$ cat src/rtl/rv32i_multicycle_control_pkg.sv
`default_nettype none
// +--------------------------------------------------------------------------+
// | rv32i_multicycle_control_pkg: state codes and PC source codes.           |
// | Rev 1.0                                                                  |
// +--------------------------------------------------------------------------+
package rv32i_multicycle_control_pkg;

  typedef enum logic [2:0] {
    S_IDLE   = 3'd0,
    S_FETCH  = 3'd1,
    S_DECODE = 3'd2,
    S_EXEC   = 3'd3,
    S_MEM    = 3'd4,
    S_WB     = 3'd5,
    S_HALT   = 3'd7
  } state_t;

  localparam logic [1:0] PC_SRC_PC4  = 2'b00;
  localparam logic [1:0] PC_SRC_IMM  = 2'b01;
  localparam logic [1:0] PC_SRC_JALR = 2'b10;

  // JALR wins over JAL/taken branch; both of those use pc+imm.
  function automatic logic [1:0] pc_src_sel(input logic jal, input logic jalr,
                                            input logic branch, input logic taken);
    if (jalr)                     return PC_SRC_JALR;
    else if (jal || (branch && taken)) return PC_SRC_IMM;
    else                          return PC_SRC_PC4;
  endfunction

endpackage
`default_nettype wire

$ cat src/rtl/rv32i_multicycle_control_bus_wait_timer.sv
`default_nettype none
// +--------------------------------------------------------------------------+
// | rv32i_multicycle_control_bus_wait_timer: bus wait cycle counter.          |
// | Rev 1.0                                                                  |
// +--------------------------------------------------------------------------+
module rv32i_multicycle_control_bus_wait_timer #(
  parameter int BUS_TIMEOUT = 16
) (
  input  logic clk_i,
  input  logic reset_i,
  input  logic clear_i,
  input  logic count_en_i,
  output logic expired_o
);

  localparam int CW = (BUS_TIMEOUT > 2) ? $clog2(BUS_TIMEOUT) : 1;

  logic [CW-1:0] count_q;
  logic [CW-1:0] count_d;

  always_comb begin
    count_d = count_q;
    if (clear_i)         count_d = '0;
    else if (count_en_i) count_d = count_q + CW'(1);
  end

  always_ff @(posedge clk_i) begin
    if (reset_i) count_q <= '0;
    else         count_q <= count_d;
  end

  assign expired_o = (count_q == CW'(BUS_TIMEOUT - 1));

endmodule
`default_nettype wire

$ cat src/rtl/rv32i_multicycle_control.sv
`default_nettype none
// +--------------------------------------------------------------------------+
// | rv32i_multicycle_control: FETCH/DECODE/EXEC/MEM/WB sequencer for RV32I.   |
// | Rev 1.0                                                                  |
// +--------------------------------------------------------------------------+
module rv32i_multicycle_control
  import rv32i_multicycle_control_pkg::*;
#(
  parameter int BUS_TIMEOUT = 16,
  parameter int CNT_W       = 32
) (
  input  logic             clk_i,
  input  logic             reset_i,
  input  logic             run_i,
  output logic             ibus_req_o,
  input  logic             ibus_ack_i,
  output logic             ir_w_o,
  input  logic             dec_illegal_i,
  input  logic             dec_alu_sel_i,
  input  logic             dec_reg_w_i,
  input  logic             dec_data_r_i,
  input  logic             dec_data_w_i,
  input  logic             dec_branch_i,
  input  logic             dec_jal_i,
  input  logic             dec_jalr_i,
  input  logic             branch_taken_i,
  output logic             alu_en_o,
  output logic             dbus_req_o,
  output logic             dbus_we_o,
  input  logic             dbus_ack_i,
  output logic             rf_we_o,
  output logic             pc_w_o,
  output logic [1:0]       pc_src_o,
  output logic             halted_o,
  output logic             bus_err_o,
  output logic [2:0]       state_o,
  output logic [CNT_W-1:0] instret_o
);

  state_t           state_q, state_d;
  logic             bus_err_q, bus_err_d;
  logic [CNT_W-1:0] instret_q, instret_d;
  logic             w_timer_clear, w_timer_count_en, w_timer_expired;

  // Timer sits at zero outside the two wait states, so every entry starts fresh.
  assign w_timer_clear = !((state_q == S_FETCH) || (state_q == S_MEM));

  rv32i_multicycle_control_bus_wait_timer #(
    .BUS_TIMEOUT (BUS_TIMEOUT)
  ) u_wait_timer (
    .clk_i      (clk_i),
    .reset_i    (reset_i),
    .clear_i    (w_timer_clear),
    .count_en_i (w_timer_count_en),
    .expired_o  (w_timer_expired)
  );

  always_comb begin
    state_d          = state_q;
    bus_err_d        = bus_err_q;
    instret_d        = instret_q;
    w_timer_count_en = 1'b0;
    ibus_req_o       = 1'b0;
    ir_w_o           = 1'b0;
    alu_en_o         = 1'b0;
    dbus_req_o       = 1'b0;
    dbus_we_o        = 1'b0;
    rf_we_o          = 1'b0;
    pc_w_o           = 1'b0;
    pc_src_o         = PC_SRC_PC4;
    case (state_q)
      S_IDLE: if (run_i) state_d = S_FETCH;
      S_FETCH: begin
        ibus_req_o = 1'b1;
        if (ibus_ack_i) begin
          ir_w_o  = 1'b1;
          state_d = S_DECODE;
        end else if (w_timer_expired) begin
          bus_err_d = 1'b1;
          state_d   = S_HALT;
        end else begin
          w_timer_count_en = 1'b1;
        end
      end
      S_DECODE: state_d = dec_illegal_i ? S_HALT : S_EXEC;
      S_EXEC: begin
        alu_en_o = dec_alu_sel_i;
        state_d  = (dec_data_r_i || dec_data_w_i) ? S_MEM : S_WB;
      end
      S_MEM: begin
        dbus_req_o = 1'b1;
        dbus_we_o  = dec_data_w_i;
        if (dbus_ack_i) begin
          state_d = S_WB;
        end else if (w_timer_expired) begin
          bus_err_d = 1'b1;
          state_d   = S_HALT;
        end else begin
          w_timer_count_en = 1'b1;
        end
      end
      S_WB: begin
        pc_w_o    = 1'b1;
        rf_we_o   = dec_reg_w_i && !dec_data_w_i && !dec_branch_i;
        pc_src_o  = pc_src_sel(dec_jal_i, dec_jalr_i, dec_branch_i, branch_taken_i);
        instret_d = instret_q + CNT_W'(1);
        state_d   = run_i ? S_FETCH : S_IDLE;
      end
      S_HALT:  state_d = S_HALT;
      default: state_d = S_HALT;
    endcase
  end

  always_ff @(posedge clk_i) begin
    if (reset_i) begin
      state_q   <= S_IDLE;
      bus_err_q <= 1'b0;
      instret_q <= '0;
    end else begin
      state_q   <= state_d;
      bus_err_q <= bus_err_d;
      instret_q <= instret_d;
    end
  end

  assign halted_o  = (state_q == S_HALT);
  assign bus_err_o = bus_err_q;
  assign state_o   = state_q;
  assign instret_o = instret_q;

endmodule
`default_nettype wire

$ cat config.mk
export PLATFORM = sky130hd
export DESIGN_NAME = rv32i_multicycle_control
export DESIGN_NICKNAME = d
export VERILOG_FILES = /design/src/rtl/rv32i_multicycle_control_pkg.sv /design/src/rtl/rv32i_multicycle_control_bus_wait_timer.sv /design/src/rtl/rv32i_multicycle_control.sv
export SDC_FILE = /design/constraint.sdc
export NUM_CORES = 1
export LEC_CHECK = 0
export ABC_AREA = 0
export CAP_MARGIN = 10
export CORE_MARGIN = 2
export CORE_UTILIZATION = 48
export DETAILED_ROUTE_END_ITERATION = 10
export PLACE_DENSITY = 0.83
export SLEW_MARGIN = 20
export SYNTH_ARGS = -nofsm -noshare
export SYNTH_HDL_FRONTEND = slang
export SYNTH_SLANG_ARGS = --single-unit
$ cat constraint.sdc
create_clock -name clk_i -period 2.91 [get_ports clk_i]
set_input_delay 0.4365 -clock clk_i [delete_from_list [all_inputs] [get_ports clk_i]]
set_output_delay 0.4365 -clock clk_i [all_outputs]
set_load 0.05 [all_outputs]
==> results <==
- The initial utilization of the core area, before any placement, comes to 0.492.
- The category of the most critical setup path is register to primary output.
- For this run, the number of Yosys warnings is 0.
- The total number of H-tree levels is 2.
- Of the total power, the share spent switching nets is 0.250.
- For this run, design rule violations remaining after detail routing come to 0.
- In this run the static leakage power is 0.990 nW.
- The portion of total power attributed to combinational logic is 0.096.
- The delay of the slowest cell on the worst path is 0.79 ns.
- After the last flow step, the layout net total stands at 322.
- Of the total synthesized cell area, the portion taken by full adders, half adders and majority gates is 0.0118.
- The worst hold path passes through 2 cells.
- The post-synthesis average cell area is 8.42 um^2.
- After routing, the total negative slack on setup checks comes to 0 ns.
- The critical path goes through nand3b_4, inv_1, and2_1, clkdlybuf4s50_1.
- The internal power component is 756 uW.
- The worst hold margin is 0.470 ns.
- The XOR/XNOR share of the synthesized area is 0.0497.
- For this run, the total global-route usage over all layers was measured as 0.220.
- For the pin with the worst max-slew slack, the measured transition is 0.595 ns.
- The detailed router placed 2118 vias in this run.
- The clock sink count is 40.
- The share of total power dissipated in sequential elements is 0.558.
- Data on the critical path arrives at its endpoint at 2.35 ns.
- The number of top-level pins is 60.
- Clock-pin slew was measured on the worst setup and hold paths at 0.07 ns.
- The region available for standard cell placement spans 4290 um^2.
- The combinational family with the most area after synthesis is simple AND/OR/NAND/NOR gates.
- In this run the worst path has a maximum fanout of 17.
- Headroom to the max-slew limit came out at 0.599.
- The repair_antennas step left the layout with diodes totalling 0.
- The number of antenna violations at the first check in global routing is 0.
- The clock network fraction of design power is 0.347.
- The count of mapped cells out of synthesis is 251.
- The startpoint of the worst-slack reg-to-reg timing path is state_o[0].
- For this design the total switching power over the nets is 252 uW.
- The width of the die is 70.4 um.
- No sink is reached through more buffers than the 2 on the longest clock path.
- The first-pass iteration count of the detailed router is 5.
- The number of buffers and inverters on the critical path is 2.
- For hold timing, the worst endpoint is bus_err_o.
- TritonCTS built the clock tree.
- The detailed router's first-iteration violation count is 151.
- The part of the cycle the worst path needs is 0.956.
- Across the VDD grid, the largest voltage drop is 0.257 mV.
- Setup violations remaining at the end of the flow were counted as 0.
- For the worst-skew pair, the clock arrives at the later sink with an insertion delay of 0.29 ns.
- The flow ran to the end, and the final reports show no timing, DRC or antenna violations.
- The worst reg-to-reg path cell count is 4.
- The type of element capturing the critical path is a primary output.
- The total detailed-routing wirelength is 5290 um.
- The wire-length estimate of the detail-placed layout is 3780 um.
- In this run, distinct cell masters in the synthesized netlist total 41.
- The number of pins with negative max-slew slack in the final report is 0.
- The cell area power density is 356 nW/um^2.
- In the routed layout, each cell is associated on average with a via count of 5.92.
- Max-cap violations in this run came to 0.
- The total design power is 1.01 mW.
- The number of placed instances, taps included, is 351.
- By area the synthesized netlist is led by dfxtp_1, a21oi_1, or4_1, nor2_1, o31ai_1.
- In this run, CTS created clock tree buffers numbering 5.
- Setup repair after global routing left no endpoint under its margin.
- The startpoint class of the critical path is a register.
- Of all flip-flops after synthesis, the portion carrying an async set or reset was 0.
- Leaving out fill and tap cells, the most frequent cells in the layout are clkdlybuf4s50_1, dfxtp_1, nor2_1.
- In this run the cell area measured after placement is 2750 um^2.
- The finished cells cover 2830 um^2.
- Based on the critical path, the design can be clocked at up to 359 MHz.
- STA puts the critical path data required time at 2.47 ns.
- In this run the most critical hold path is launched from bus_err_o.
- The finished layout holds 358 standard cells, fillers aside.
- The leading area contributor after synthesis is dfxtp_1.
- The height of the chip is 70.4 um.
- Fill cells in the final layout number 390.
- The synthesized-area fraction occupied by ao, oa, aoi and oai cells is 0.136.
- The post-detailed-route count of antenna-violating nets is 0.
- The buffers inserted during post-CTS setup optimization is 0.
- The area share of the largest cell type after synthesis is 0.379.
- The share of the Yosys chip area taken by registers is 0.379.
- Row generation in the floorplan step produced 24 rows.
- The largest individual stage delay along the critical path comes from the cell clkdlybuf4s50_1.
- The most used flip-flop cell after synthesis is dfxtp_1.
- The wire length per cell is 14.8 um.
- The family with the most delay on the worst path is buffers and inverters.
- The weighted congestion reported at the end of routability-driven placement is 0.776.
- Clock skew on the completed layout was measured at 0.00491 ns.
- The final critical path time including I/O delays and setup is 2.78 ns.
- The number of buffers inserted for hold repair after clock tree synthesis is 0.
- The first global-routing pass estimated 8860 um of wire.
- The count of buffers added on input and output ports is 59.
- The total overflow left after global routing is 0.
- The die covers 4950 um^2.
- The hold violation total from the final report came to 0.
- The commonest non-fill, non-tap cell in the layout is clkdlybuf4s50_1.
- The library cell used as clock root buffer is clkbuf_8.
- In this run, synthesis inferred 0 flip-flops with an integrated enable.
- Synthesis inferred 40 register bits.
- The share of cells above drive strength 1 is 0.0556.
- In this run the critical register-to-register path is captured at instret_o[27].
- After synthesis, the share of cell area in mux cells is 0.0420.
- The total standard cell area after synthesis is 2110 um^2.
- Of the total synthesized cell area, the portion taken by AND, OR, NAND and NOR gates is 0.344.
- The worst register-to-register path has a setup slack of 0.41 ns.
- The number of global-route vias before repair is 1970.
- The path class of the tightest hold or removal check is register to register.
- The net count of the mapped netlist is 267.
- The layout overhead on the synthesized area is 33.8%.
- The pin count of the biggest net entering global routing is 30.
-- cells in the mapped netlist (5+ instances only) --
| library cell | number |
|---|---|
| a21oi_1 | 20 |
| or4_1 | 13 |
| nand2_1 | 13 |
| nor2_1 | 23 |
| mux2_1 | 7 |
| nor2b_1 | 6 |
| xor2_1 | 5 |
| dfxtp_1 | 40 |
| o31ai_1 | 11 |
| clkbuf_1 | 8 |
| nand4_1 | 10 |
| o21ai_0 | 9 |
| or3_1 | 5 |
| inv_1 | 7 |
| nor4_1 | 8 |
| and3_1 | 5 |
| nand3_1 | 13 |
| xnor2_1 | 7 |
-- cells by family (layout without fill, tap and decap cells) --
kind of cell / count (synthesis) / in the layout
XOR/XNOR: 12 / 12
flip-flops: 40 / 40
multiplexers: 8 / 8
buffers and inverters: 20 / 75
AND/OR/NAND/NOR: 122 / 122
AO/OA/AOI/OAI: 47 / 47
adder cells (fa/ha/maj): 2 / 2
-- worst reg2reg max path: cells and delay by family, from the launching register on --
family / cells / cell delay [ns]
and+or+nand+nor: 3 / 1.35
DFF: 1 / 0.68
muxes: 1 / 0.36
-- worst max path at each step --
stage,startpoint,end,slack [ns],cells past startpoint
after CTS,state_o[0],pc_src_o[1],0.14,4
after global routing,state_o[0],pc_src_o[1],0.02,4
final,state_o[0],pc_src_o[1],0.13,4
after detailed placement,dec_branch_i,rf_we_o,0.43,3
after global placement,dec_branch_i,pc_src_o[0],0.45,4
after floorplan,state_o[2],dbus_we_o,0.15,3
-- flip-flops by register name, summed over array words and instances (netlist names) --
signal	count
state_o	3
u_wait_timer.count_q	4
instret_o	32
bus_err_o	1
-- power by group through the flow --
stage	registers (mW)	clock network (mW)	logic [mW]
5_1_grt	0.563	0.376	0.102
6_report	0.562	0.350	0.0963
3_3_place_gp	0.574	0	0.0951
2_1_floorplan	0.579	0	0.0503
3_5_place_dp	0.574	0	0.0960
4_1_cts	0.561	0.351	0.0966
-- metal layers --
metal  vias to the layer above  share of wire  track usage
li1                       1044              -            -
met1                      1015           0.43        0.266
met2                        52           0.51        0.378
met3                         7          0.047       0.0491
met4                         0          0.013       0.0812
met5                         -              0            0
-- timing repair --
item / CTS / global route
resized for setup: 0 / 1
endpoints found under the setup margin: 0 / 1
hold endpoints to repair: 0 / 0
-- metrics by stage --
step | setup WS, ns | utilization
3_5_place_dp | 0.435 | 0.640
6_report | 0.127 | 0.659
2_1_floorplan | 0.155 | -
3_3_place_gp | 0.447 | 0.640
4_1_cts | 0.137 | 0.658
5_1_grt | 0.0209 | 0.659
-- layout make-up --
class                           instances  area (um^2)  area share
Clock inverter                          1         5.00     0.00177
Multi-Input combinational cell        191         1250       0.442
Sequential cell                        40          801       0.283
Tap cell                               52         65.1      0.0230
Timing Repair Buffer                   61          608       0.215
Clock buffer                            6         72.6      0.0257
Inverter                                7         26.3     0.00929
No activity file was read; power rests on OpenSTA's default activity.
==> RTL change (same settings) <==
Set the parameter `CNT_W` to 64 (it was 32).
--- a/src/rtl/rv32i_multicycle_control.sv
+++ b/src/rtl/rv32i_multicycle_control.sv
@@ -9,3 +9,3 @@
   parameter int BUS_TIMEOUT = 16,
-  parameter int CNT_W       = 32
+  parameter int CNT_W       = 64
 ) (
Interface: changed (resized instret_o); port bits go from 60 to 92. No check against the original RTL was run, so the function may have changed too.
==> RTL change against the original RTL <==
- sequential cell count up 32
- synthesized area rose by 70%
- combinational power grew 11%
- global-route usage rose by 2.4 points
- first-iteration DRC count up 24%
- largest power group unchanged
- worst hold slack improved by 0.019 ns
- critical path type unchanged
- wire length is 85% higher
- die area is 66% higher
- final cell count is 77% higher
- power rose by 94%
- design area is 72% higher
- setup slack improved by 0.22 ns
==> RTL change: results <==
[outcome]
status = "finished, final reports clean"

[clock_tree]
clock_tree.buffer_depth = 2
postCtsSetupRepairBufs = 0
clk_latency_ns = 0.36
htree_levels = 3
root_buffer = "clkbuf_8"
cts_buffers = 9
path_clk_slew_ns = 0.07

[timing]
tns_ns = 0
slew_headroom = 0.5087
fin_skew_ns = 0.01469

[drt]
dr.first_iter.drc_count = 187
avgRoutedWirePerCell_um = 15.48
dr.pass1.iters = 4
vias = 3718

[synthesis]
synth_cell_types = 44
synth_seq_cells = 72
synthArstFlopShare = 0
synth_common_cells = "dfxtp_1 (72), nor2_1 (57), nand4_1 (38), a21oi_1 (30)"
synth_area_leaders = "dfxtp_1 (40%), nand4_1 (6.6%), nor2_1 (5.9%)"
syn_nets = 448
yosys_warnings = 0
ys_seq_area_frac = 0.4001

[grt]
grt_use_total = 0.2441
grt_pass1_vias = 3597
antenna_found_initial = 0
grt_pass1_wl_um = 16550
grt_max_degree = 35

[final_layout]
largest_reg_flops = 64
fillers = 592
antenna_cells = 0
nets = 546
drive_gt1_frac = 0.09551

[worst_setup_path]
worstPathMaxFanout = 13
critPathMaxStageDelay_ns = 0.79
worst-r2r-setup-slack_ns = 0.61
rr_worst_depth = 6
r2r_end = "instret_o[46]"
crit_arrival_ns = 2.13
rr_startpoint = "state_o[2]"
cpLargestDelayFamily = "buffers and inverters"
cpMaxStageDelayCell = "clkdlybuf4s50_1"

[min_path]
min_path_cells = 2
min_to = "bus_err_o"
hold_class = "reg2reg"
min-delay-start = "bus_err_o"

[placed_design]
gp_congestion = 0.8577
portBuffers = 91
hpwlAfterDp_um = 6958

[power]
p_leak_nw = 1.654
vdd_drop_max_mv = 0.2563
==> RTL change: final cells by class <==
class                   count  area (um^2)  area share
clock buffers               9        123.9     0.02541
clock inverters             6        85.08     0.01745
inverters                   7        26.28    0.005390
multi-input cells         336         2071      0.4248
flip-flops and latches     72         1441      0.2957
well taps                  99        123.9     0.02541
repair buffers            104         1003      0.2059
==> RTL change: power by group <==
group	switching [W]	leakage (nW)	internal (W)	total (W)
registers	0.00000239	0.580	0.000987	0.000990
logic	0.0000657	0.973	0.0000409	0.000107
clock network	0.000383	0.101	0.000475	0.000857
==> RTL change: worst max path at each step <==
stage | cells past startpoint | endpoint | startpoint | slack [ns]
5_1_grt | 4 | ir_w_o | state_o[2] | 0.22
2_1_floorplan | 4 | ir_w_o | state_o[0] | 0.11
6_report | 4 | ir_w_o | state_o[2] | 0.35
4_1_cts | 3 | pc_src_o[0] | state_o[2] | 0.11
3_5_place_dp | 4 | pc_src_o[0] | dec_branch_i | 0.49
3_3_place_gp | 4 | pc_src_o[0] | dec_branch_i | 0.51
==> RTL change: stage by stage <==
stage / setup slack [ns] / cell area (um^2) / power (W) / std cells / hold WS (ns)
final: 0.3475 / 4875 / 0.001954 / 633 / 0.4892
after global routing: 0.2171 / 4875 / 0.002015 / 633 / 0.5263
after CTS: 0.1118 / 4870 / 0.001960 / 633 / 0.4947
after detailed placement: 0.4902 / 4661 / 0.001119 / 618 / 0.4738
after global placement: 0.5146 / 4661 / 0.001118 / 618 / 0.4558
after floorplan: 0.1143 / 3613 / 0.001076 / 432 / 0.4711
==> RTL change: cell families after synthesis <==
| family | Yosys count | share of synthesized area |
|---|---|---|
| buf+inv | 24 | 0.02813 |
| fa+ha+maj | 2 | 0.006946 |
| xor+xnor | 37 | 0.08996 |
| mux | 4 | 0.01216 |
| compound gates | 67 | 0.1066 |
| flops | 72 | 0.4001 |
| simple gates | 226 | 0.3560 |
==> RTL change: what timing repair did <==
action	CTS	global route
resized for setup	0	2
setup endpoints to repair	0	2
hold endpoints to repair	0	0
==> RTL change: metal layers <==
layer / up-vias / share of wire / GRT usage
met5: - / 0 / 0
met4: 0 / 0.018 / 0.1064
met3: 19 / 0.069 / 0.06427
met2: 145 / 0.50 / 0.4111
met1: 1782 / 0.41 / 0.2925
li1: 1772 / - / -
==> RTL change: worst register-to-register path, cell delays in order, from the launching register on <==
cell	delay (ns)
dfxtp_1	0.54
nand3b_1	0.36
nor2_1	0.19
buf_4	0.22
nand3_1	0.29
or4_1	0.48
a21oi_1	0.16
